===== src/rtl/lp805x_sfrbus_master.sv =====
// rtl/lp805x_sfrbus_master.sv - CPU-side SFR bus initiator with request queue and read response port
module lp805x_sfrbus_master #(
  parameter int FIFO_DEPTH = 4,
  parameter int FIFO_AW    = 2
) (
  input  logic        clk,
  input  logic        rst,
  input  logic        req_valid,
  output logic        req_ready,
  input  logic        req_write,
  input  logic        req_bit,
  input  logic [7:0]  req_addr,
  input  logic [7:0]  req_wdata,
  input  logic        req_wbit,
  output logic        rsp_valid,
  input  logic        rsp_ready,
  output logic [7:0]  rsp_data,
  output logic        rsp_bit,
  output logic [28:0] sfr_bus,
  input  logic [7:0]  sfr_data,
  input  logic        sfr_bitv,
  output logic        busy
);

  typedef enum logic [2:0] {IDLE, WR, RD_ADDR, RD_WAIT, RESP} state_t;

  // Queue entry layout: {write, bit, addr[7:0], wdata[7:0], wbit}
  localparam int EW = 19;

  state_t state, next_state;

  logic [EW-1:0]    mem [FIFO_DEPTH];
  logic [FIFO_AW:0] wptr, rptr;
  logic             full, empty, push, pop;
  logic [EW-1:0]    head;

  logic             cur_bit;
  logic [7:0]       cur_addr;
  logic [7:0]       cur_wdata;
  logic             cur_wbit;

  assign empty     = (wptr == rptr);
  assign full      = (wptr[FIFO_AW] != rptr[FIFO_AW]) &&
                     (wptr[FIFO_AW-1:0] == rptr[FIFO_AW-1:0]);
  assign req_ready = !full;
  assign push      = req_valid && !full;
  assign head      = mem[rptr[FIFO_AW-1:0]];
  assign rsp_valid = (state == RESP);
  assign busy      = (state != IDLE) || !empty;

  // Queue storage: written on accept, no reset needed since pointers gate validity
  always_ff @(posedge clk) begin
    if (push) begin
      mem[wptr[FIFO_AW-1:0]] <= {req_write, req_bit, req_addr, req_wdata, req_wbit};
    end
  end

  // Queue pointers; extra MSB distinguishes full from empty across wrap-around
  always_ff @(posedge clk) begin
    if (rst) begin
      wptr <= '0;
      rptr <= '0;
    end else begin
      if (push) wptr <= wptr + (FIFO_AW+1)'(1);
      if (pop)  rptr <= rptr + (FIFO_AW+1)'(1);
    end
  end

  // FSM state register
  always_ff @(posedge clk) begin
    if (rst) state <= IDLE;
    else     state <= next_state;
  end

  // FSM next state, queue pop and bus encoding; bus is all-zero outside active states
  always_comb begin
    next_state = state;
    pop        = 1'b0;
    sfr_bus    = '0;
    case (state)
      IDLE: begin
        if (!empty) begin
          pop        = 1'b1;
          next_state = head[18] ? WR : RD_ADDR;
        end
      end
      WR: begin
        sfr_bus    = {1'b1, 1'b0, cur_bit, 1'b0, cur_addr, 8'h00, cur_wdata, cur_wbit};
        next_state = IDLE;
      end
      RD_ADDR: begin
        sfr_bus    = {1'b0, 1'b1, 1'b0, cur_bit, 8'h00, cur_addr, 8'h00, 1'b0};
        next_state = RD_WAIT;
      end
      RD_WAIT: begin
        // Address held so the peripheral keeps driving its registered data
        sfr_bus    = {1'b0, 1'b0, 1'b0, cur_bit, 8'h00, cur_addr, 8'h00, 1'b0};
        next_state = RESP;
      end
      RESP: begin
        if (rsp_ready) next_state = IDLE;
      end
      default: next_state = IDLE;
    endcase
  end

  // Current request capture on pop
  always_ff @(posedge clk) begin
    if (rst) begin
      cur_bit   <= 1'b0;
      cur_addr  <= 8'h00;
      cur_wdata <= 8'h00;
      cur_wbit  <= 1'b0;
    end else if (pop) begin
      cur_bit   <= head[17];
      cur_addr  <= head[16:9];
      cur_wdata <= head[8:1];
      cur_wbit  <= head[0];
    end
  end

  // Read data capture at the end of RD_WAIT; the unused half of the result is forced to zero
  always_ff @(posedge clk) begin
    if (rst) begin
      rsp_data <= 8'h00;
      rsp_bit  <= 1'b0;
    end else if (state == RD_WAIT) begin
      rsp_data <= cur_bit ? 8'h00 : sfr_data;
      rsp_bit  <= cur_bit ? sfr_bitv : 1'b0;
    end
  end

endmodule


===== config.mk =====
export PLATFORM = sky130hd
export DESIGN_NAME = lp805x_sfrbus_master
export DESIGN_NICKNAME = d
export VERILOG_FILES = /design/src/rtl/lp805x_sfrbus_master.sv
export SDC_FILE = /design/constraint.sdc
export NUM_CORES = 1
export LEC_CHECK = 0
export BUFFER_PORTS_ARGS = -buffer_cell sky130_fd_sc_hd__buf_4
export CAP_MARGIN = 0
export CORE_MARGIN = 4
export CORE_UTILIZATION = 41
export DETAILED_ROUTE_END_ITERATION = 12
export PLACE_DENSITY_LB_ADDON = 0.3
export SYNTH_ARGS = -nofsm -noshare
export SYNTH_HDL_FRONTEND = slang
export SYNTH_SLANG_ARGS = --single-unit

===== constraint.sdc =====
create_clock -name clk -period 2.3 [get_ports clk]
set_input_delay 0.23 -clock clk [delete_from_list [all_inputs] [get_ports clk]]
set_output_delay 0.23 -clock clk [all_outputs]
set_load 0.05 [all_outputs]

Word-level counts from Yosys, hierarchy flattened
Memories as Yosys holds them, arrays and structs flattened. A register that Yosys moved wholly into a read port is not among the register bits.
Cells that the tools add are included.

storage, ports and cells
  memories kept = 1
  output and inout bits = 41
  input bits = 32
  register bits after elaboration = 36
  word-level logic and storage cells = 42
  RAM bits = 76

operators by class
  reduce and logical (&&, ||, !) cells = 8
  mux-type cells = 13
  $add $sub $neg = 2
  equal/unequal tests = 9

memory list
  memory  words  bits a word  read ports  clocked after Yosys merged registers in  write ports  line  text
  mem     4      19           1           1                                        1            32    logic [EW-1:0] mem [FIFO_DEPTH];

operator list
  cell                   count
  $pmux W29 S3           1
  $pmux W3 S4            1
  $mux W8                1
  $add A3 B1 Y3 const B  2
  $eq A3 B2 Y1 const B   2
  $mux W2                3
  $mux W3                2
  $mux W1                5
  $eq A3 B1 Y1 const B   1
  $eq A3 B3 Y1           1
  $eq A3 B3 Y1 const B   1
  $logic_not A3 Y1       1
  $reduce_bool A3 Y1     1
  $eq A2 B2 Y1           1
  $logic_and A1 B1 Y1    2
  $logic_not A1 Y1       2
  $ne A2 B1 Y1 const B   1
  $ne A2 B2 Y1 const B   1
  $reduce_and A2 Y1      1
  $logic_or A1 B1 Y1     1
  $ne A1 B1 Y1           1

Longest topological paths before layout
Gate-level depths: netlist of run 1.

  depth after elaboration = 6
  depth in mapped cells = 6

Worst setup path before layout of run 1
OpenSTA, ideal clock, no wires.

  path kind = register to output
  start point = reg state[0]
  end point = out sfr_bus[0]
  path slack = 0.169 ns
  stages on the path, launching flop included = 4
  required time = 2.070 ns
  arrival = 1.901 ns
  path buffers = 1
  cell sequence = dfxtp_1 > nor3b_2 > clkbuf_1 > and2_1

on the way
  longest elaborated chain between the ends = 2
  elaborated cells between the ends (all ways) = 4

ends and longest elaborated chain
  element                                       line  text
  start, declared                               30    state_t state, next_state;
  start signal, assigned                        72    else state <= next_state;
  $eq A3 B2 Y1 or $eq A3 B1 Y1 (tied branches)  80    case (state)
  $pmux W29 S3 *                                80
  end, declared                                 19    output logic [28:0] sfr_bus,

Mark *: on every way between the ends. The rest lies on a longest branch, timed or not.

Final worst setup path of run 1
  start point = reg state[1]
  end point = out sfr_bus[27]

The elaborated chain is that of the path after synthesis.

==> impl_metrics.ini, run 1 <==
[synthesis]
synthesis.instances = 317
flops_latches_synth = 114
sequential_fraction_of_the_synthesis_area = 0.632
synthesis.yosys.warnings = 0
ys_dominant_reg_cell = sky130_fd_sc_hd__edfxtp_1
synth_edf_count = 76
post_synthesis_net_count = 354
asyncSetResetFlopFracSynth = 0
post_synth_instance_area_mm2 = 0.00481
syn_avg_cell_area_um2 = 15.2
number_of_distinct_library_cells_after_synthesis = 39

[worst_setup_path]
reg2regPathDepth = 4
worstPathCellList = nor2b_1 > buf_4 > nor2b_1 > buf_4
arrival_ps = 1810
crit_path_max_fanout = 9
crit_cells = 4
startpoint_to_endpoint_class_of_the_critical_path = reg2out
crit_path_end_kind = output port
crit_path_top_delay_cell = sky130_fd_sc_hd__dfxtp_1
critical-path-max-stage-delay_ps = 510
rrSetupSlack_ps = 390
critPathCapture = sfr_bus[27]
timing.rr.start = wptr[1]
critPathRequiredTime_ps = 2070
setup.worst_path.start_class = flop
cp_delay_by_family_top = flip-flops
start_point_of_the_critical_path = state[1]
crit-reg2reg-capture = mem[0][15]
worst-path-buf-inv = 2

[power]
power_switching_mw = 2.36
totalPowerFinal_mw = 7.63
comb_power_share = 0.287
power-per-cell-area_mw_per_mm2 = 1240
leakagePower_nw = 2.34
clkPwrFrac = 0.354
pwr-share-seq = 0.358
swShare = 0.309
cellInternalPower_mw = 5.27
worst_vdd_drop_uv = 638

[global_routing]
wire_length_of_the_first_global_routing_pass_um = 14900
globalRouteTotalUtil = 0.147
first_global_vias = 2818
grt_max_degree = 62
grt_antenna_before_repair = 0
grt-ovfl-total = 0

[final_layout]
finalNonFillerCells = 560
n_antenna_cell = 0
synthToLayoutAreaGrowth_pct = 27.6
drive_gt1_frac = 0.321
post-route-cell-area_mm2 = 0.00614
nets = 441
fillers = 933
final_util = 0.535

[floorplanning]
die_span_in_x_um = 116
ioPinCount = 73
die_area_mm2 = 0.0135
floorplan.initialDensity = 0.420
fp-row-count = 39
height_of_the_die_um = 116
core_area_mm2 = 0.0115

[placed_design]
pre_cts_ws_ps = 376
place.detailed.hpwl_um = 6070
dpl.cell_count = 528
io_buffer_count = 72
area_of_placed_instances_mm2 = 0.00552
place.gp.congestion = 0.765

[clocking]
insertion_delay_ps = 410
cts-htree-levels = 4
cts.repair.resized = 0
numCtsBuffers = 17
cts_hold_buf = 0
clk_pin_slew_ps = 50
tritoncts = yes
clkSinkCount = 114
buffer_count_from_post_cts_setup_fixing = 0
clock_path_buffers = 2
cts-root-buf = sky130_fd_sc_hd__clkbuf_16

[timing]
slew_violations = 0
hold_viol = 0
clock.fmax_ghz = 0.489
tightest_slew_ps = 531
period_needed_ps = 2040
timing.setup.tns_ps = 0
hold_slack_ps = 28.6
fin_ws_ps = 255
final.period_utilization = 0.889
slew_headroom = 0.646
finalSetupViolCount = 0
grt_setup_unrepaired = no
worst_clock_skew_ps = 7.30

[hold_path]
holdCritPathClass = in2reg
holdCritStartpoint = req_wbit

[status]
status = finished, final reports clean

[drt]
detail_route.wl_per_cell_um = 16.4
ant_nets = 0
route.detailed.vias_per_inst = 4.98
route.final.wire_length_um = 9200
drtIter0Drc = 192
route.vias.total = 2787
drtPass1Iterations = 4
drt_drc_violations_left = 0

[flow_run]
cap_viol_max_count = 0
==> state kept, by name, summed over array words and instances, names as in the netlist, named ones only <==
register / count
cur_addr: 8
rsp_bit: 1
rptr: 3
cur_wbit: 1
wptr: 3
state: 3
cur_bit: 1
rsp_data: 8
mem: 76
cur_wdata: 8
==> Yosys cell counts, types with 4 or more instances <==
cell / number / share of area
sky130_fd_sc_hd__edfxtp_1: 76 / 0.47
sky130_fd_sc_hd__nand2b_1: 41 / 0.053
sky130_fd_sc_hd__dfxtp_1: 38 / 0.16
sky130_fd_sc_hd__and2_1: 31 / 0.040
sky130_fd_sc_hd__mux2i_1: 20 / 0.042
sky130_fd_sc_hd__mux4_2: 13 / 0.061
sky130_fd_sc_hd__a21oi_1: 10 / 0.010
sky130_fd_sc_hd__clkbuf_1: 9 / 0.0070
sky130_fd_sc_hd__nand2_1: 9 / 0.0070
sky130_fd_sc_hd__nand3b_1: 9 / 0.014
sky130_fd_sc_hd__mux4_1: 6 / 0.033
sky130_fd_sc_hd__ha_1: 5 / 0.013
sky130_fd_sc_hd__inv_1: 4 / 0.0031
==> logic make-up after synthesis <==
group,count (synthesis),share of synthesized area
DFF,114,0.632
and+or+nand+nor,107,0.139
muxes,42,0.142
AOI/OAI and AO/OA,23,0.0328
buffers and inverters,20,0.0263
xor gates and xnor gates,6,0.0140
adders and majority gates,5,0.0130
==> cell usage in the layout (no fill, tap or decap), drive strengths merged, types with 4 or more instances in the layout <==
cell / netlist / final
inv: 4 / 6
nand3b: 9 / 9
nand2b: 41 / 41
ha: 5 / 5
clkinv: 0 / 5
dfxtp: 38 / 38
mux4: 19 / 19
bufinv: 0 / 4
and2: 31 / 31
clkbuf: 9 / 18
mux2i: 20 / 20
buf: 7 / 84
nand2: 9 / 9
a21oi: 10 / 10
edfxtp: 76 / 76
==> area by class of cell <==
class                      instances  area, um2  share of cell area
inverter                           4       15.0             0.00245
sequential                       114       3040               0.496
tap                              143        179              0.0291
clock inverter                    14        186              0.0304
timing repair buffer              84        631               0.103
clock buffer                      18        429              0.0699
multi-input combinational        183       1660               0.270
==> worst reg2reg max path, cell delays in order, from the launching register on <==
cell and delay (ps):
sky130_fd_sc_hd__dfxtp_1 470, sky130_fd_sc_hd__xor2_2 330, sky130_fd_sc_hd__o31a_1 320, sky130_fd_sc_hd__and2_1 180, sky130_fd_sc_hd__buf_4 280
==> power by group through the flow <==
stage / combinational (mW) / clock [mW] / sequential (mW)
2_1_floorplan: 1.72 / 0 / 2.70
3_3_place_gp: 2.19 / 0 / 2.76
3_5_place_dp: 2.21 / 0 / 2.78
4_1_cts: 2.23 / 2.74 / 2.74
5_1_grt: 2.36 / 2.87 / 2.78
6_report: 2.19 / 2.70 / 2.74
==> layer usage <==
layer	track usage	wire (um)
met1	0.193	4130
met2	0.230	4450
met3	0.0435	485
met4	0.0596	133
met5	0	0
==> how the worst min path moves through the flow <==
stage	end	slack, ps	depth (start not counted)
global placement	mem[2][4]	440	1
detailed placement	mem[0][0]	430	1
floorplan	mem[0][0]	330	0
CTS	mem[0][0]	10	1
global route	mem[1][11]	10	1
finish	mem[0][0]	30	1
Power figures use the tool's default switching activity.
==> inputs of run 2 (changes only) <==
==> constraint.sdc (replaced) <==
create_clock -name clk -period 2.6 [get_ports clk]
set_input_delay 0.26 -clock clk [delete_from_list [all_inputs] [get_ports clk]]
set_output_delay 0.26 -clock clk [all_outputs]
set_load 0.05 [all_outputs]
==> impl_metrics.ini, run 2 (synthesis results as in run 1) <==
[status]
status = finished, final reports clean

[worst_setup_path]
crit_path_max_fanout = 9
worst-path-buf-inv = 2
crit_path_top_delay_cell = sky130_fd_sc_hd__dfxtp_1
critPathRequiredTime_ps = 2340
crit_path_end_kind = output port
setup.worst_path.start_class = flop
startpoint_to_endpoint_class_of_the_critical_path = reg2out
arrival_ps = 1760
worstPathCellList = nor2b_1 > buf_4 > nor2b_1 > buf_4
cp_delay_by_family_top = flip-flops
critical-path-max-stage-delay_ps = 510

[clocking]
cts-htree-levels = 4
clkSinkCount = 114
cts.repair.resized = 0
numCtsBuffers = 17
buffer_count_from_post_cts_setup_fixing = 0
cts-root-buf = sky130_fd_sc_hd__clkbuf_16
clock_path_buffers = 2
cts_hold_buf = 0
insertion_delay_ps = 400
tritoncts = yes
clk_pin_slew_ps = 60

[floorplanning]
die_span_in_x_um = 116
die_area_mm2 = 0.0135
ioPinCount = 73
height_of_the_die_um = 116
floorplan.initialDensity = 0.420
fp-row-count = 39
core_area_mm2 = 0.0115

[drt]
ant_nets = 0
drtPass1Iterations = 6
route.vias.total = 2796
drt_drc_violations_left = 0
route.detailed.vias_per_inst = 4.99
drtIter0Drc = 154
route.final.wire_length_um = 9180
detail_route.wl_per_cell_um = 16.4

[global_routing]
grt-ovfl-total = 0
grt_max_degree = 62
globalRouteTotalUtil = 0.144
wire_length_of_the_first_global_routing_pass_um = 14700
first_global_vias = 2816
grt_antenna_before_repair = 1

[final_layout]
largest_register_ff_count = 76
final_util = 0.533
drive_gt1_frac = 0.326
fillers = 931
synthToLayoutAreaGrowth_pct = 27.0
layout_commonest_cell = sky130_fd_sc_hd__buf_4
n_antenna_cell = 0
nets = 441
leading_cell_types_in_the_layout_fill_and_taps_excluded = sky130_fd_sc_hd__buf_4, sky130_fd_sc_hd__edfxtp_1, sky130_fd_sc_hd__nand2b_1

[power]
leakagePower_nw = 2.33
worst_vdd_drop_uv = 509
power-per-cell-area_mw_per_mm2 = 1080

[timing]
timing.setup.tns_ps = 0
period_needed_ps = 2020
worst_clock_skew_ps = 12.1
grt_setup_unrepaired = no
tightest_slew_ps = 529
clock.fmax_ghz = 0.495
finalSetupViolCount = 0
slew_violations = 0
final.period_utilization = 0.776
slew_headroom = 0.648
hold_viol = 0

[placed_design]
io_buffer_count = 72
place.detailed.hpwl_um = 6200
place.gp.congestion = 0.724

[hold_path]
holdCritPathClass = in2reg

[flow_run]
cap_viol_max_count = 0
run 2: final timing paths:
kind / startpoint / to / slack, ps / cells after the start
setup / recovery: state[1] / sfr_bus[27] / 580 / 4
hold / removal: req_addr[5] / mem[1][14] / 60 / 1
setup reg to reg: wptr[1] / mem[0][5] / 690 / 4
hold reg to reg: rsp_bit / rsp_bit / 450 / 2
run 2: final cells by class:
class,count,area (um2),share of cell area
Inverter,4,15.0,0.00246
Timing Repair Buffer,84,631,0.103
Clock buffer,18,429,0.0702
Sequential cell,114,3040,0.498
Multi-Input combinational cell,183,1660,0.271
Clock inverter,14,158,0.0258
Tap cell,143,179,0.0293
run 2: power by group:
group | internal [mW] | leakage, nW | total, mW | switching, mW
Combinational | 0.849 | 1.04 | 1.94 | 1.09
Sequential | 2.22 | 1.01 | 2.41 | 0.195
Clock | 1.42 | 0.277 | 2.23 | 0.809
run 2: per-stage QoR:
| step | setup slack (ps) | cells | total power, mW | hold slack [ps] | area, um2 |
|---|---|---|---|---|---|
| after global placement | 750 | 528 | 4.39 | 440 | 5520 |
| after detailed placement | 690 | 528 | 4.42 | 446 | 5520 |
| after floorplan | 439 | 317 | 3.91 | 359 | 4810 |
| final | 582 | 560 | 6.58 | 61.1 | 6110 |
| after global routing | 445 | 560 | 6.93 | 46.9 | 6110 |
| after CTS | 555 | 560 | 6.67 | 46.2 | 6110 |
run 2: layer usage:
metal	vias up	track usage	share of wire	wire length (um)
met1	1371	0.187	0.44	4090
met2	67	0.235	0.49	4530
li1	1354	-	-	-
met4	0	0.0464	0.0062	57
met3	4	0.0435	0.056	512
met5	-	0	0	0
==> inputs of run 3 (changes only) <==
==> constraint.sdc (replaced) <==
create_clock -name clk -period 1.6 [get_ports clk]
set_input_delay 0.16 -clock clk [delete_from_list [all_inputs] [get_ports clk]]
set_output_delay 0.16 -clock clk [all_outputs]
set_load 0.05 [all_outputs]
==> impl_metrics.ini, run 3 (synthesis results as in run 1) <==
[status]
status = finished with violations
failed_checks = setup timing

[timing]
hold_slack_ps = 34.8
finalSetupViolCount = 21
clock.fmax_ghz = 0.588
worst_clock_skew_ps = 10.0
slew_violations = 0
grt_setup_unrepaired = yes
fin_ws_ps = -100
slew_headroom = 0.656
tightest_slew_ps = 515
period_needed_ps = 1700
final.period_utilization = 1.06
hold_viol = 0

[clocking]
numCtsBuffers = 17
clkSinkCount = 114
cts-htree-levels = 4
insertion_delay_ps = 400
tritoncts = yes
clock_path_buffers = 2
clk_pin_slew_ps = 60
cts-root-buf = sky130_fd_sc_hd__clkbuf_16

[worst_setup_path]
setup.worst_path.start_class = flop
critPathCapture = sfr_bus[24]
crit_path_end_kind = output port
timing.rr.start = rptr[2]
crit-reg2reg-capture = cur_wdata[1]
reg2regPathDepth = 5
arrival_ps = 1540
critPathRequiredTime_ps = 1440
startpoint_to_endpoint_class_of_the_critical_path = reg2out
rrSetupSlack_ps = 80
crit_path_max_fanout = 6
start_point_of_the_critical_path = state[2]

[floorplanning]
fp-row-count = 39
die_span_in_x_um = 116
die_area_mm2 = 0.0135
core_area_mm2 = 0.0115
height_of_the_die_um = 116
floorplan.initialDensity = 0.420
ioPinCount = 73

[hold_path]
holdCritPathClass = in2reg

[final_layout]
multi_input_comb_area_mm2 = 0.00178
post-route-cell-area_mm2 = 0.00699
reg_area_mm2 = 0.00306
drive_gt1_frac = 0.429
fillers = 848
leading_cell_types_in_the_layout_fill_and_taps_excluded = sky130_fd_sc_hd__edfxtp_1, sky130_fd_sc_hd__buf_4, sky130_fd_sc_hd__nand2b_1
layout_commonest_cell = sky130_fd_sc_hd__edfxtp_1
synthToLayoutAreaGrowth_pct = 45.3
nets = 488
n_antenna_cell = 0
largest_register_ff_count = 76

[drt]
drtIter0Drc = 156
detail_route.wl_per_cell_um = 16.3
drt_drc_violations_left = 0
route.final.wire_length_um = 9870
route.detailed.vias_per_inst = 4.88
ant_nets = 0
route.vias.total = 2961
drtPass1Iterations = 4

[power]
worst_vdd_drop_uv = 1460
power-per-cell-area_mw_per_mm2 = 1720
leakagePower_nw = 2.69

[flow_run]
cap_viol_max_count = 0

[global_routing]
first_global_vias = 3036
grt_antenna_before_repair = 0
grt-ovfl-total = 0
globalRouteTotalUtil = 0.158
wire_length_of_the_first_global_routing_pass_um = 15800
grt_max_degree = 62

[placed_design]
place.detailed.hpwl_um = 6570
area_of_placed_instances_mm2 = 0.00575
io_buffer_count = 72
place.gp.congestion = 0.787
run 3: worst min path at each step:
stage	startpoint	to	slack [ps]	cells after the start
after floorplan	req_wbit	mem[0][0]	260	0
after global placement	req_wdata[2]	mem[1][3]	360	1
after detailed placement	req_wdata[2]	mem[1][3]	370	1
after CTS	rsp_ready	state[2]	10	3
after global routing	rsp_ready	state[2]	30	3
final	rsp_ready	state[2]	30	3
run 3: metal layers:
| metal | global-route usage | share of wire | vias up |
|---|---|---|---|
| met5 | 0 | 0 | - |
| met4 | 0.0495 | 0.0080 | 0 |
| met3 | 0.0456 | 0.055 | 6 |
| met2 | 0.272 | 0.52 | 76 |
| met1 | 0.191 | 0.42 | 1432 |
| li1 | - | - | 1447 |
run 3: where the power goes:
group / internal [mW] / switching (mW)
clock network: 2.46 / 1.33
logic: 2.23 / 2.10
registers: 3.62 / 0.273
total: 8.31 / 3.70
run 3: worst max-delay path: stages, from the launching register on:
cell and delay [ps]:
sky130_fd_sc_hd__dfxtp_4 370, sky130_fd_sc_hd__nor3b_4 220, sky130_fd_sc_hd__buf_6 140, sky130_fd_sc_hd__buf_6 120, sky130_fd_sc_hd__and2_4 150, sky130_fd_sc_hd__buf_8 130
run 3: what timing repair did:
item,4_1_cts,5_1_grt
setup endpoints to repair,31,33
buffers inserted,11,3
hold buffers,19,0
pin swaps,12,9
hold endpoints to repair,76,0
cloned,1,0
resized for setup,79,21
run 3: cell type report:
| cell class | instances | share of cell area |
|---|---|---|
| Clock buffer | 17 | 0.0608 |
| Clock inverter | 15 | 0.0259 |
| Inverter | 4 | 0.00215 |
| Multi-Input combinational cell | 183 | 0.254 |
| Sequential cell | 114 | 0.437 |
| Tap cell | 143 | 0.0256 |
| Timing Repair Buffer | 131 | 0.194 |
run 3: metrics by stage:
stage	cells	utilization	total power [mW]	setup TNS, ps	setup slack, ps
after detailed placement	542	0.501	7.54	0	66.5
final	607	0.610	12.0	-1440	-100
after global placement	542	0.501	7.48	0	88.1
after CTS	605	0.603	12.0	-2060	-114
after floorplan	317	-	6.40	-2600	-102
after global routing	607	0.610	12.6	-3870	-181
